==> config.mk <==
export PLATFORM = sky130hd
export DESIGN_NAME = ex_issue_stage
export DESIGN_NICKNAME = d
export VERILOG_FILES = /design/src/rtl/ex_issue_stage.sv
export SDC_FILE = /design/constraint.sdc
export NUM_CORES = 1
export LEC_CHECK = 0
export ABC_AREA = 1
export BUFFER_PORTS_ARGS = -buffer_cell sky130_fd_sc_hd__buf_2
export CORE_AREA = 3 3 156 158
export CTS_CLUSTER_SIZE = 8
export DETAILED_ROUTE_END_ITERATION = 8
export DIE_AREA = 0 0 159 161
export GPL_ROUTABILITY_DRIVEN = 0
export PLACE_DENSITY_LB_ADDON = 0.12
export SYNTH_ARGS = -nofsm -noshare
export SYNTH_HDL_FRONTEND = slang
export SYNTH_SLANG_ARGS = --single-unit
==> constraint.sdc <==
create_clock -name clk -period 1.3 [get_ports clk]
set_input_delay 0.13 -clock clk [delete_from_list [all_inputs] [get_ports clk]]
set_output_delay 0.13 -clock clk [all_outputs]
set_load 0.05 [all_outputs]
==> src/rtl/ex_issue_stage.sv <==
// ID/EX pipeline register with execute-stage operand selection.
// Captures decoded instructions, resolves ALU operands through MEM/WB
// forwarding, and detects load-use hazards (StallD) that insert a bubble.
// Branch flushes (FlushE) are applied as bubbles too.
module ex_issue_stage #(
  parameter int XLEN   = 32,
  parameter int RA_W   = 5,
  parameter bit FWD_EN = 1'b1
) (
  input  logic            clk,
  input  logic            rst_n,
  input  logic            D_valid,
  input  logic [XLEN-1:0] D_RD1,
  input  logic [XLEN-1:0] D_RD2,
  input  logic [RA_W-1:0] D_Rs1,
  input  logic [RA_W-1:0] D_Rs2,
  input  logic [RA_W-1:0] D_Rd,
  input  logic [XLEN-1:0] D_ImmExt,
  input  logic [XLEN-1:0] D_PC,
  input  logic [2:0]      D_ALUControl,
  input  logic            D_ALUSrc,
  input  logic            D_RegWrite,
  input  logic            D_MemWrite,
  input  logic            D_Branch,
  input  logic [1:0]      D_ResultSrc,
  input  logic            FlushE,
  input  logic            M_RegWrite,
  input  logic [RA_W-1:0] M_Rd,
  input  logic [XLEN-1:0] M_ALUResult,
  input  logic            W_RegWrite,
  input  logic [RA_W-1:0] W_Rd,
  input  logic [XLEN-1:0] W_Result,
  output logic [XLEN-1:0] SrcA,
  output logic [XLEN-1:0] SrcB,
  output logic [2:0]      ALUControl,
  output logic [XLEN-1:0] E_WriteData,
  output logic [RA_W-1:0] E_Rd,
  output logic [XLEN-1:0] E_PC,
  output logic [XLEN-1:0] E_ImmExt,
  output logic            E_RegWrite,
  output logic            E_MemWrite,
  output logic            E_Branch,
  output logic            E_valid,
  output logic [1:0]      E_ResultSrc,
  output logic            StallD
);

  // ID/EX state
  logic [XLEN-1:0] rd1_q, rd2_q, imm_q, pc_q;
  logic [RA_W-1:0] rs1_q, rs2_q, rd_q;
  logic [2:0]      aluctl_q;
  logic            alusrc_q, valid_q, regw_q, memw_q, br_q;
  logic [1:0]      rsrc_q;

  logic            stall_s;
  logic            bubble_s;
  logic [XLEN-1:0] fwd_a_s, fwd_b_s;

  // Select the freshest value of one source register: MEM beats WB,
  // register x0 never forwards, nothing forwards for an empty EX slot.
  function automatic logic [XLEN-1:0] fwd_sel(
    input logic [RA_W-1:0] rs,
    input logic [XLEN-1:0] rf_val,
    input logic            ex_valid,
    input logic            m_we,
    input logic [RA_W-1:0] m_rd,
    input logic [XLEN-1:0] m_val,
    input logic            w_we,
    input logic [RA_W-1:0] w_rd,
    input logic [XLEN-1:0] w_val
  );
    logic [XLEN-1:0] r;
    if (FWD_EN && ex_valid && m_we && (m_rd != {RA_W{1'b0}}) && (m_rd == rs)) begin
      r = m_val;
    end else if (FWD_EN && ex_valid && w_we && (w_rd != {RA_W{1'b0}}) && (w_rd == rs)) begin
      r = w_val;
    end else begin
      r = rf_val;
    end
    return r;
  endfunction

  // Load-use detection: a load in EX whose destination is read by decode.
  always_comb begin
    stall_s = valid_q & (rsrc_q == 2'b01) & (rd_q != {RA_W{1'b0}}) & D_valid &
              ((D_Rs1 == rd_q) | (D_Rs2 == rd_q));
  end

  assign bubble_s = FlushE | stall_s | ~D_valid;

  // Resolve both ALU source operands through the forwarding network.
  always_comb begin
    fwd_a_s = fwd_sel(rs1_q, rd1_q, valid_q, M_RegWrite, M_Rd, M_ALUResult,
                      W_RegWrite, W_Rd, W_Result);
    fwd_b_s = fwd_sel(rs2_q, rd2_q, valid_q, M_RegWrite, M_Rd, M_ALUResult,
                      W_RegWrite, W_Rd, W_Result);
  end

  // ID/EX register: data fields always load; control and Rd clear on a bubble.
  always_ff @(posedge clk or negedge rst_n) begin
    if (!rst_n) begin
      rd1_q    <= {XLEN{1'b0}};
      rd2_q    <= {XLEN{1'b0}};
      imm_q    <= {XLEN{1'b0}};
      pc_q     <= {XLEN{1'b0}};
      rs1_q    <= {RA_W{1'b0}};
      rs2_q    <= {RA_W{1'b0}};
      rd_q     <= {RA_W{1'b0}};
      aluctl_q <= 3'b000;
      alusrc_q <= 1'b0;
      valid_q  <= 1'b0;
      regw_q   <= 1'b0;
      memw_q   <= 1'b0;
      br_q     <= 1'b0;
      rsrc_q   <= 2'b00;
    end else begin
      rd1_q    <= D_RD1;
      rd2_q    <= D_RD2;
      imm_q    <= D_ImmExt;
      pc_q     <= D_PC;
      rs1_q    <= D_Rs1;
      rs2_q    <= D_Rs2;
      aluctl_q <= D_ALUControl;
      alusrc_q <= D_ALUSrc;
      if (bubble_s) begin
        rd_q    <= {RA_W{1'b0}};
        valid_q <= 1'b0;
        regw_q  <= 1'b0;
        memw_q  <= 1'b0;
        br_q    <= 1'b0;
        rsrc_q  <= 2'b00;
      end else begin
        rd_q    <= D_Rd;
        valid_q <= 1'b1;
        regw_q  <= D_RegWrite;
        memw_q  <= D_MemWrite;
        br_q    <= D_Branch;
        rsrc_q  <= D_ResultSrc;
      end
    end
  end

  assign SrcA        = fwd_a_s;
  assign E_WriteData = fwd_b_s;
  assign SrcB        = alusrc_q ? imm_q : fwd_b_s;
  assign ALUControl  = aluctl_q;
  assign E_Rd        = rd_q;
  assign E_PC        = pc_q;
  assign E_ImmExt    = imm_q;
  assign E_RegWrite  = regw_q;
  assign E_MemWrite  = memw_q;
  assign E_Branch    = br_q;
  assign E_valid     = valid_q;
  assign E_ResultSrc = rsrc_q;
  assign StallD      = stall_s;

endmodule

==> run_results.csv <==
group,metric,value,unit
status,outcome,"finished, violations left",
status,violations,"negative setup slack",
power_and_ir_drop,pwr-share-clk,0.360,
routing,drc,0,
clocking,clk_pin_slew,80,ps
setup_path,endpoint_kind,"output port",
logic_synthesis,syn_nets,1014,
timing,finalSetupViolCount,108,
power_and_ir_drop,p_leak,0.00735,uW
clocking,cts-htree-levels,4,
layout,layout.cells.non_filler,1703,
power_and_ir_drop,power.internal,9470,uW
grt,grt_busiest_layer,"met2",
timing,final_max_slew_viol_count,0,
routing,vias,7752,
die,fp.dieH,161,um
clocking,cts_tree,"yes",
place,dpl-instance-area,10400,sq um
setup_path,critPathLaunchType,"flip-flop",
logic_synthesis,synth_flop_cell,"dfrtp_1",
setup_path,startpoint,"rs1_q[1]$_DFF_PN0_",
clocking,clock_path_buffers,2,
place,place_ws,-706,ps
routing,wl_per_cell,18.7,um
clocking,cts_buffers,17,
timing,fin_skew,1.30,ps
hold_path,holdCritStartpoint,"D_valid",
grt,antenna_found_initial,2,
grt,grt_overflow_total,0,
die,dieArea,25600,sq um
power_and_ir_drop,p_seq_frac,0.354,
routing,firstDrtPassIters,5,
timing,clock.fmax,439,MHz
setup_path,cp_cell_sequence,"buf_4 > xnor2_2 > nand2_1 > nor2_2 > nand4_4 > buf_6 > buf_16 > o21ai_4 > buf_6",
logic_synthesis,synth.yosys.seq_area_share,0.559,
setup_path,critPathMaxFanout,10,
timing,tightest_slew,465,ps
layout,drive_gt1_frac,0.556,
die,io_pins,407,
job,max_cap_viol_count,0,
routing,ant_nets,0,
grt,grt_pass1_wl,47500,um
setup_path,crit_type,"flip-flop to output port",
logic_synthesis,yosysUniqueCellTypes,24,
place,dp.cells,1498,
setup_path,reg2reg_from,"E_Rd[3]$_DFF_PN0_",
layout,regArea,3840,sq um
clocking,root_buffer,"clkbuf_16",
grt,grt_max_degree,42,
timing,rsz0062_at_grt,"true",
setup_path,slowest_stage,"dfrtp_1",
power_and_ir_drop,peakVddDrop,0.000824,V
timing,final_hold_viol_count,0,
logic_synthesis,yosys.area.top_type,"dfrtp_1",
logic_synthesis,synthCells,782,
timing,min_period_over_period,1.75,
logic_synthesis,synth_edf_count,0,
grt,use_met1,0.272,
logic_synthesis,synth_most_common_cell,"nand3_1",
clocking,clock_latency,430,ps
setup_path,crit_path_frequent_cell,"buf_6",
power_and_ir_drop,combPwrFrac,0.286,
layout,area_delta_synth_final,114,%
layout,num-nets-final,1602,
die,coreArea,23300,sq um
routing,via_per_inst,4.55,
setup_path,required,1170,ps
logic_synthesis,netlist_top_cells_area,"dfrtp_1, nand3_1, nand2_1, inv_1, nand4_1",
routing,finalWirelength,31900,um
grt,gr-usage-met3,0.0654,
layout,final_area,14700,sq um
setup_path,critPathTopFamily,"buffers and inverters",
power_and_ir_drop,pwr_density_cell,982,nW/um^2
place,port_buffers,406,
logic_synthesis,ys_ff_latch,153,
power_and_ir_drop,power.switching,4940,uW
grt,grt_use_met2,0.435,
clocking,cts.sinks,153,
layout,multi_input_area,4150,sq um
timing,fin_crit,2280,ps
die,die_w,159,um
die,start_util,0.294,
die,rows,56,
logic_synthesis,netlist_area,6850,sq um
place,dp.final_hpwl,21600,um
logic_synthesis,ys_top_cells_by_count,"nand3_1, dfrtp_1, nand2_1",
setup_path,arrival,2150,ps
grt,grt.total_usage,0.238,
setup_path,crit_buf_inv,4,
routing,drt-initial-drc-count,279,
timing,setup_slack,-976,ps
logic_synthesis,yosysWarnings,0,
hold_path,hp-class,"primary input to flip-flop",
logic_synthesis,netlist.area_leader.share,0.559,
layout,nFillCells,1909,
setup_path,slowest_delay,390,ps
power_and_ir_drop,p_sw_frac,0.343,
logic_synthesis,syn_area_per_cell,8.76,sq um
timing,slew_headroom,0.690,
logic_synthesis,synthArstFlopShare,1.00,
grt,grt_pass1_vias,8515,
-- cell type report --
class,instances,share of cell area
Timing Repair Buffer,612,0.356
Inverter,119,0.0307
Antenna cell,1,0.000170
Clock inverter,14,0.0119
Sequential cell,153,0.261
Clock buffer,18,0.0299
Multi-Input combinational cell,467,0.283
Tap cell,319,0.0272
-- state kept, by name (all words and copies together), names as in the netlist --
signal and count:
ALUControl 3, E_Branch 1, E_ImmExt 32, E_MemWrite 1, E_PC 32, E_Rd 5, E_RegWrite 1, E_ResultSrc 2
E_valid 1, alusrc_q 1, rd1_q 32, rd2_q 32, rs1_q 5, rs2_q 5
-- metal layers --
metal	part of all wire	wire length (um)
met4	0.023	739
met5	0.00028	9
met2	0.53	16900
met1	0.38	12000
met3	0.069	2200
-- final timing paths --
path,cells past startpoint,endpoint,slack [ps]
worst max-delay path,9,SrcA[15],-980
min in group asynchronous,2,rd1_q[2]$_DFF_PN0_,200
worst max register to register,8,E_MemWrite$_DFF_PN0_,-50
max in group asynchronous,3,E_ImmExt[4]$_DFF_PN0_,510
worst min-delay path,3,E_valid$_DFF_PN0_,20
worst min register to register,7,E_valid$_DFF_PN0_,960
-- worst min-delay path: cells and delay by family --
family	cells	cell delay, ps
and+or+nand+nor	1	110
buffers and inverters	2	170
-- timing repair --
item / in CTS / in global routing
hold endpoints to repair: 206 / 0
pin swaps: 13 / 10
hold buffers: 153 / 0
gates cloned: 3 / 9
buffers inserted: 3 / 4
resized for setup: 319 / 143
endpoints found under the setup margin: 109 / 109
-- cells in the final DEF, fill, tap and decap left out, types with 2 or more instances in the layout --
cell / instances
buf_2: 305
dlygate4sd3_1: 153
dfrtp_1: 147
inv_1: 113
nand3_2: 75
nand2_4: 64
nand2_1: 62
nand3_1: 59
buf_6: 56
buf_8: 44
nand3_4: 33
nand4_1: 33
o21ai_4: 32
buf_12: 24
and2_4: 22
clkbuf_16: 22
nor2_1: 20
buf_4: 19
nand2_2: 18
xor2_1: 13
xnor2_1: 12
and2_2: 10
dfrtp_2: 6
inv_2: 5
inv_8: 4
buf_16: 4
nor2_4: 3
clkinv_8: 3
inv_6: 3
xnor2_2: 2
nor3_4: 2
nor3_2: 2
clkinvlp_4: 2
clkinv_4: 2
clkbuf_4: 2
-- cell families after synthesis --
kind of cell | synth area share
buffers and inverters | 0.0978
and+or+nand+nor | 0.284
xor gates and xnor gates | 0.0358
DFF | 0.559
AOI/OAI and AO/OA | 0.0234
-- through the flow --
| stage | setup TNS, ps | total power [uW] | hold WS, ps | utilization |
|---|---|---|---|---|
| 6_report | -89070 | 14400 | 17.1 | 0.631 |
| 5_1_grt | -102710 | 15000 | 10.5 | 0.631 |
| 4_1_cts | -91420 | 14400 | 21.8 | 0.592 |
| 3_5_place_dp | -57450 | 8330 | 88.9 | 0.447 |
| 3_3_place_gp | -54760 | 8320 | 86.6 | 0.447 |
| 2_1_floorplan | -32820 | 7170 | -166 | - |
-- power by group through the flow --
stage               logic [uW]  clock network, uW  registers (uW)
finish                    4120               5190            5100
global route              4350               5500            5130
CTS                       3940               5330            5100
detailed placement        3140                  0            5190
global placement          3140                  0            5180
floorplan                 1570                  0            5600
Power figures use the tool's default switching activity.
